===== src/rtl/puf_session_fsm_if.sv =====
// Handshake bundle between the PUF session sequencer and the UART, challenge/ID
// data path, PUF array and response FIFO.
interface puf_session_fsm_if;
    logic rx_valid;
    logic id_requested;
    logic store_challenge;
    logic puf_start;
    logic puf_done;
    logic fifo_empty;
    logic fifo_rd_en;
    logic data_sel;
    logic tx_start;
    logic tx_done;
    logic busy;
    logic timeout_err;

    modport master (
        input  rx_valid, id_requested, puf_done, fifo_empty, tx_done,
        output store_challenge, puf_start, fifo_rd_en, data_sel, tx_start, busy, timeout_err
    );

    modport slave (
        output rx_valid, id_requested, puf_done, fifo_empty, tx_done,
        input  store_challenge, puf_start, fifo_rd_en, data_sel, tx_start, busy, timeout_err
    );
endinterface


===== src/rtl/puf_session_fsm.sv =====
// Sequences one UART transaction of the PUF core: either echo the ID byte, or
// latch a challenge, run the PUF and stream NUM_RESP_BYTES responses out.
module puf_session_fsm #(
    parameter int NUM_RESP_BYTES = 4,
    parameter int PUF_TIMEOUT    = 1024
) (
    input  logic              clk,
    input  logic              reset,
    puf_session_fsm_if.master bus
);
    localparam int              CW        = $clog2(PUF_TIMEOUT) + 1;
    localparam logic [CW-1:0]   TO_LAST   = CW'(PUF_TIMEOUT - 1);
    localparam logic [CW-1:0]   TO_ONE    = CW'(1);
    localparam logic [7:0]      RESP_LAST = 8'(NUM_RESP_BYTES - 1);

    typedef enum logic [3:0] {
        IDLE     = 4'd0,
        SEND_ID  = 4'd1,
        ID_WAIT  = 4'd2,
        LOAD     = 4'd3,
        START    = 4'd4,
        WAIT_PUF = 4'd5,
        POP      = 4'd6,
        POP_WAIT = 4'd7,
        TX       = 4'd8,
        TX_WAIT  = 4'd9
    } state_t;

    state_t          state_r;
    state_t          next_state;
    logic [CW-1:0]   to_cnt_r;
    logic [CW-1:0]   to_next;
    logic [7:0]      resp_cnt_r;
    logic [7:0]      resp_next;
    logic            err_next;

    logic            store_challenge_r;
    logic            puf_start_r;
    logic            pop_r;
    logic            data_sel_r;
    logic            tx_start_r;
    logic            busy_r;
    logic            timeout_err_r;

    function automatic logic [CW-1:0] sat_inc(input logic [CW-1:0] v);
        if (&v) begin
            return v;
        end else begin
            return v + TO_ONE;
        end
    endfunction

    // Next-state, counter and error-flag decode.
    always_comb begin
        next_state = state_r;
        to_next    = to_cnt_r;
        resp_next  = resp_cnt_r;
        err_next   = timeout_err_r;
        case (state_r)
            IDLE: begin
                if (bus.rx_valid) begin
                    err_next = 1'b0;
                    if (bus.id_requested) begin
                        next_state = SEND_ID;
                    end else begin
                        next_state = LOAD;
                    end
                end else begin
                    next_state = IDLE;
                end
            end
            SEND_ID: next_state = ID_WAIT;
            ID_WAIT: begin
                if (bus.tx_done) begin
                    next_state = IDLE;
                end else begin
                    next_state = ID_WAIT;
                end
            end
            LOAD: begin
                next_state = START;
                resp_next  = 8'd0;
            end
            START: begin
                next_state = WAIT_PUF;
                to_next    = '0;
            end
            WAIT_PUF: begin
                if (bus.puf_done) begin
                    next_state = POP;
                    to_next    = '0;
                end else if (to_cnt_r == TO_LAST) begin
                    next_state = IDLE;
                    err_next   = 1'b1;
                end else begin
                    to_next = sat_inc(to_cnt_r);
                end
            end
            POP: begin
                if (!bus.fifo_empty) begin
                    next_state = POP_WAIT;
                end else if (to_cnt_r == TO_LAST) begin
                    next_state = IDLE;
                    err_next   = 1'b1;
                end else begin
                    to_next = sat_inc(to_cnt_r);
                end
            end
            POP_WAIT: next_state = TX;
            TX:       next_state = TX_WAIT;
            TX_WAIT: begin
                if (bus.tx_done) begin
                    resp_next = resp_cnt_r + 8'd1;
                    if (resp_cnt_r == RESP_LAST) begin
                        next_state = IDLE;
                    end else begin
                        next_state = POP;
                        to_next    = '0;
                    end
                end else begin
                    next_state = TX_WAIT;
                end
            end
            default: next_state = IDLE;
        endcase
    end

    // State and counter registers.
    always_ff @(posedge clk or posedge reset) begin
        if (reset) begin
            state_r    <= IDLE;
            to_cnt_r   <= '0;
            resp_cnt_r <= 8'd0;
        end else begin
            state_r    <= next_state;
            to_cnt_r   <= to_next;
            resp_cnt_r <= resp_next;
        end
    end

    // Output registers, decoded from the state being entered so they align with it.
    always_ff @(posedge clk or posedge reset) begin
        if (reset) begin
            store_challenge_r <= 1'b0;
            puf_start_r       <= 1'b0;
            pop_r             <= 1'b0;
            data_sel_r        <= 1'b0;
            tx_start_r        <= 1'b0;
            busy_r            <= 1'b0;
            timeout_err_r     <= 1'b0;
        end else begin
            store_challenge_r <= (next_state == LOAD);
            puf_start_r       <= (next_state == START);
            pop_r             <= (next_state == POP);
            data_sel_r        <= (next_state == POP) || (next_state == POP_WAIT) ||
                                 (next_state == TX)  || (next_state == TX_WAIT);
            tx_start_r        <= (next_state == SEND_ID) || (next_state == TX);
            busy_r            <= (next_state != IDLE);
            timeout_err_r     <= err_next;
        end
    end

    assign bus.store_challenge = store_challenge_r;
    assign bus.puf_start       = puf_start_r;
    // Pop lands on the first POP cycle the FIFO reports data, so the byte is
    // on fifo_out by the TX cycle two clocks later.
    assign bus.fifo_rd_en      = pop_r & ~bus.fifo_empty;
    assign bus.data_sel        = data_sel_r;
    assign bus.tx_start        = tx_start_r;
    assign bus.busy            = busy_r;
    assign bus.timeout_err     = timeout_err_r;
endmodule

===== src/flat_wrapper.sv =====
// flat-port wrapper written by rule: the top's interface ports become plain ports
module puf_session_fsm_flat 
#(
    parameter int NUM_RESP_BYTES = 4,
    parameter int PUF_TIMEOUT    = 1024
)
  (clk, reset, bus_rx_valid, bus_id_requested, bus_puf_done, bus_fifo_empty, bus_tx_done, bus_store_challenge, bus_puf_start, bus_fifo_rd_en, bus_data_sel, bus_tx_start, bus_busy, bus_timeout_err);
  puf_session_fsm_if bus_i ();
  input  logic clk;
  input  logic reset;
  input wire logic [$bits(bus_i.rx_valid)-1:0] bus_rx_valid;
  input wire logic [$bits(bus_i.id_requested)-1:0] bus_id_requested;
  input wire logic [$bits(bus_i.puf_done)-1:0] bus_puf_done;
  input wire logic [$bits(bus_i.fifo_empty)-1:0] bus_fifo_empty;
  input wire logic [$bits(bus_i.tx_done)-1:0] bus_tx_done;
  output wire logic [$bits(bus_i.store_challenge)-1:0] bus_store_challenge;
  output wire logic [$bits(bus_i.puf_start)-1:0] bus_puf_start;
  output wire logic [$bits(bus_i.fifo_rd_en)-1:0] bus_fifo_rd_en;
  output wire logic [$bits(bus_i.data_sel)-1:0] bus_data_sel;
  output wire logic [$bits(bus_i.tx_start)-1:0] bus_tx_start;
  output wire logic [$bits(bus_i.busy)-1:0] bus_busy;
  output wire logic [$bits(bus_i.timeout_err)-1:0] bus_timeout_err;
  assign bus_i.rx_valid = bus_rx_valid;
  assign bus_i.id_requested = bus_id_requested;
  assign bus_i.puf_done = bus_puf_done;
  assign bus_i.fifo_empty = bus_fifo_empty;
  assign bus_i.tx_done = bus_tx_done;
  assign bus_store_challenge = bus_i.store_challenge;
  assign bus_puf_start = bus_i.puf_start;
  assign bus_fifo_rd_en = bus_i.fifo_rd_en;
  assign bus_data_sel = bus_i.data_sel;
  assign bus_tx_start = bus_i.tx_start;
  assign bus_busy = bus_i.busy;
  assign bus_timeout_err = bus_i.timeout_err;
  puf_session_fsm #(.NUM_RESP_BYTES(NUM_RESP_BYTES), .PUF_TIMEOUT(PUF_TIMEOUT)) u_core (.clk(clk), .reset(reset), .bus(bus_i));
endmodule

===== config.mk =====
export PLATFORM = sky130hd
export DESIGN_NAME = puf_session_fsm_flat
export DESIGN_NICKNAME = d
export VERILOG_FILES = /design/src/rtl/puf_session_fsm_if.sv /design/src/rtl/puf_session_fsm.sv /design/src/flat_wrapper.sv
export SDC_FILE = /design/constraint.sdc
export NUM_CORES = 1
export LEC_CHECK = 0
export CORE_MARGIN = 2
export CORE_UTILIZATION = 45
export CTS_BUF_LIST = sky130_fd_sc_hd__clkbuf_8
export CTS_CLUSTER_SIZE = 14
export DETAILED_ROUTE_END_ITERATION = 8
export SETUP_SLACK_MARGIN = 0.3
export SYNTH_ARGS = -nofsm -noshare
export SYNTH_HDL_FRONTEND = slang
export SYNTH_SLANG_ARGS = --single-unit

===== constraint.sdc =====
create_clock -name clk -period 2.5 [get_ports clk]
set_clock_uncertainty 0.2 [all_clocks]
set_input_delay 0.375 -clock clk [delete_from_list [all_inputs] [get_ports clk]]
set_output_delay 0.375 -clock clk [all_outputs]
set_load 0.01 [all_outputs]

==> metrics.yaml <==
outcome: "complete, no violations"
largest_register_ffs: 11
crit_slowest_cell: "or4b_4"
syn2layout_area_growth_pct: 27.3
critPathArrivalTime_ns: 2.21
cts_max_level: 2
drv_cap: 0
largest_register: "u_core.to_cnt_r"
synth-edff-count: 0
end_kind: "register"
antenna_cells: 0
min_period_ns: 2.24
rows: 22
top_usage_layer: "met2"
critical_path_buf_inv_count: 1
gr-usage-met3: 0.0538
synth.area.top_cells: "dfrtp_1, a21oi_1, nor2_1"
drive_gt1_frac: 0.213
drc: 0
initial_utilization: 0.460
crit_end: "u_core.to_cnt_r[8]"
via_count: 1434
synth_ff_type: "dfrtp_1"
clkSinkCount: 30
cts_buffer_depth: 2
wl_per_cell_um: 14.2
cts_tree: "built"
worstRegToRegCells: 7
yosysTopAreaCell: "dfrtp_1"
core_mm2: 0.00361
layout_commonest_cell: "dfrtp_1"
synth-seq-area-share: 0.452
hpwl_um: 2400
peakVddDrop_mv: 0.580
min_path_type: "in -> async"
async_flop_share: 1.00
netlist-cell-type-count: 51
r2r-end: "u_core.to_cnt_r[8]"
grtUsageTotal: 0.199
clock_latency_ns: 0.28
die_y_um: 64.7
die-area_mm2: 0.00419
avgSynthCellArea_um2: 9.60
synth-seq-cells: 30
grt_use_met2: 0.313
synth_top_area_share: 0.452
critPathLaunch: "u_core.resp_cnt_r[0]"
reg.largest.list: "u_core.to_cnt_r x11, u_core.resp_cnt_r x8, u_core.state_r x4"
worst_slew_margin_rel: 0.696
synthCells: 173
clk_pin_slew_ns: 0.07
via_per_inst: 5.62
final_util: 0.586
cp_slowest_stage_delay_ns: 0.47
worst-path-stages: 7
drt-initial-drc-count: 93
fin_setup_tns_ns: 0
cts_hold_buf: 0
yosys_warnings: 0
critPathKind: "reg -> reg"
ant_nets: 0
syn-num-nets: 182
grt_overflow: 0
crit_fanout: 10
worst_pin_slew_ns: 0.455
drv_slew: 0
hold_viol: 0
cp.required_ns: 2.47
min_period_over_period: 0.895
power_density_mw_per_mm2: 1040
start_kind: "register"
met1_usage: 0.251
rsz0062_at_grt: "true"
routed_wl_um: 3610
mostFrequentLayoutCells: "dfrtp_1, nor2_1, buf_4"
syn_area_mm2: 0.00166
grt_pass1_vias: 1420
port_buffers: 13
setup_viol: 0
cts_buffers: 5
r2r-start: "u_core.resp_cnt_r[0]"
first_pass_iters: 4
p_leak_nw: 0.915
place_congestion: 0.838
crit_family: "compound AO/OA/AOI/OAI gates"
grt_max_degree: 31
cts_root_buf: "clkbuf_8"
antenna_found_initial: 0
grt_pass1_wl_um: 6470
fmax_mhz: 447
r2r_slack_ns: 0.26
ios: 14
fin_nets: 215
crit_path_cell_trace: "ha_2 -> or4b_4 -> o211a_4 -> o32ai_4 -> buf_12 -> nor2_1 -> o22a_1"
worst_hold_slack_ns: 0.268
die_x_um: 64.7
[per-layer routing]
| layer | vias to the layer above | wire (µm) | part of all wire |
|---|---|---|---|
| met5 | - | 0 | 0 |
| li1 | 696 | - | - |
| met4 | 0 | 61 | 0.017 |
| met2 | 33 | 1810 | 0.50 |
| met3 | 7 | 140 | 0.039 |
| met1 | 698 | 1600 | 0.44 |
[stage by stage]
step	total power, mW	cells	setup WS (ns)	area [µm²]
after floorplan	1.36	173	0.301	1660
after global placement	1.59	239	0.154	1900
after detailed placement	1.61	239	0.0781	1900
after CTS	2.14	251	0.266	2060
after global routing	2.37	255	0.203	2110
final	2.21	255	0.261	2110
[what timing repair did]
item / 4_1_cts / 5_1_grt
endpoints found under the setup margin: 13 / 17
gates cloned: 1 / 0
pin swaps: 1 / 4
resized for setup: 5 / 6
hold endpoints to repair: 0 / 0
buffers inserted: 3 / 4
[kinds of logic (layout without fill, tap and decap cells)]
family,Yosys count,count (layout),synth area share
AO/OA/AOI/OAI,45,45,0.195
XOR/XNOR,6,6,0.0317
adder cells (fa/ha/maj),2,2,0.0151
buffers and inverters,18,52,0.0573
flip-flops,30,30,0.452
multiplexers,1,1,0.00603
AND/OR/NAND/NOR,71,71,0.243
[area by class of cell]
class	count	area (µm²)
clock buffers	6	82.6
clock inverters	2	8.76
fillers	310	1490
inverters	12	45.0
multi-input cells	125	857
flip-flops and latches	30	752
well taps	48	60.1
repair buffers	32	308
[power by group]
group	switching, mW	internal [mW]	leakage [nW]
sequential	0.0798	0.599	0.403
clock	0.184	0.218	0.0524
combinational	0.586	0.541	0.460
[worst register-to-register path: cells and delay by family, from the launching register on]
| kind | cells | cell delay, ns |
|---|---|---|
| buf+inv | 1 | 0.18 |
| simple gates | 2 | 0.52 |
| fa+ha+maj | 1 | 0.20 |
| compound gates | 3 | 0.67 |
| flops | 1 | 0.37 |
[Yosys cell counts (2+ instances only)]
cell type,n
nand3_1,8
nor3_1,6
clkbuf_1,3
a21oi_1,14
o21ai_0,3
o22ai_1,2
o22a_1,2
nor2_1,17
xor2_1,2
ha_1,2
a2111oi_0,3
nor2b_1,4
xnor2_1,4
inv_1,12
nand2_1,7
and3_1,2
o31ai_1,4
or4_1,4
o21ai_1,3
nand2b_1,7
nand4_1,3
o21a_1,2
dfrtp_1,30
or3_2,2
[worst min-delay path by stage]
stage                                 from                     end  slack (ns)  cells after the start
floorplan               u_core.to_cnt_r[6]      u_core.to_cnt_r[6]        0.26                      1
global route                         reset      u_core.to_cnt_r[4]        0.31                      3
finish                               reset      u_core.to_cnt_r[4]        0.27                      3
global placement        u_core.to_cnt_r[6]      u_core.to_cnt_r[6]        0.29                      1
CTS                                  reset    u_core.resp_cnt_r[7]        0.28                      3
detailed placement  u_core.bus.timeout_err  u_core.bus.timeout_err        0.30                      1
Power figures use the tool's default switching activity.
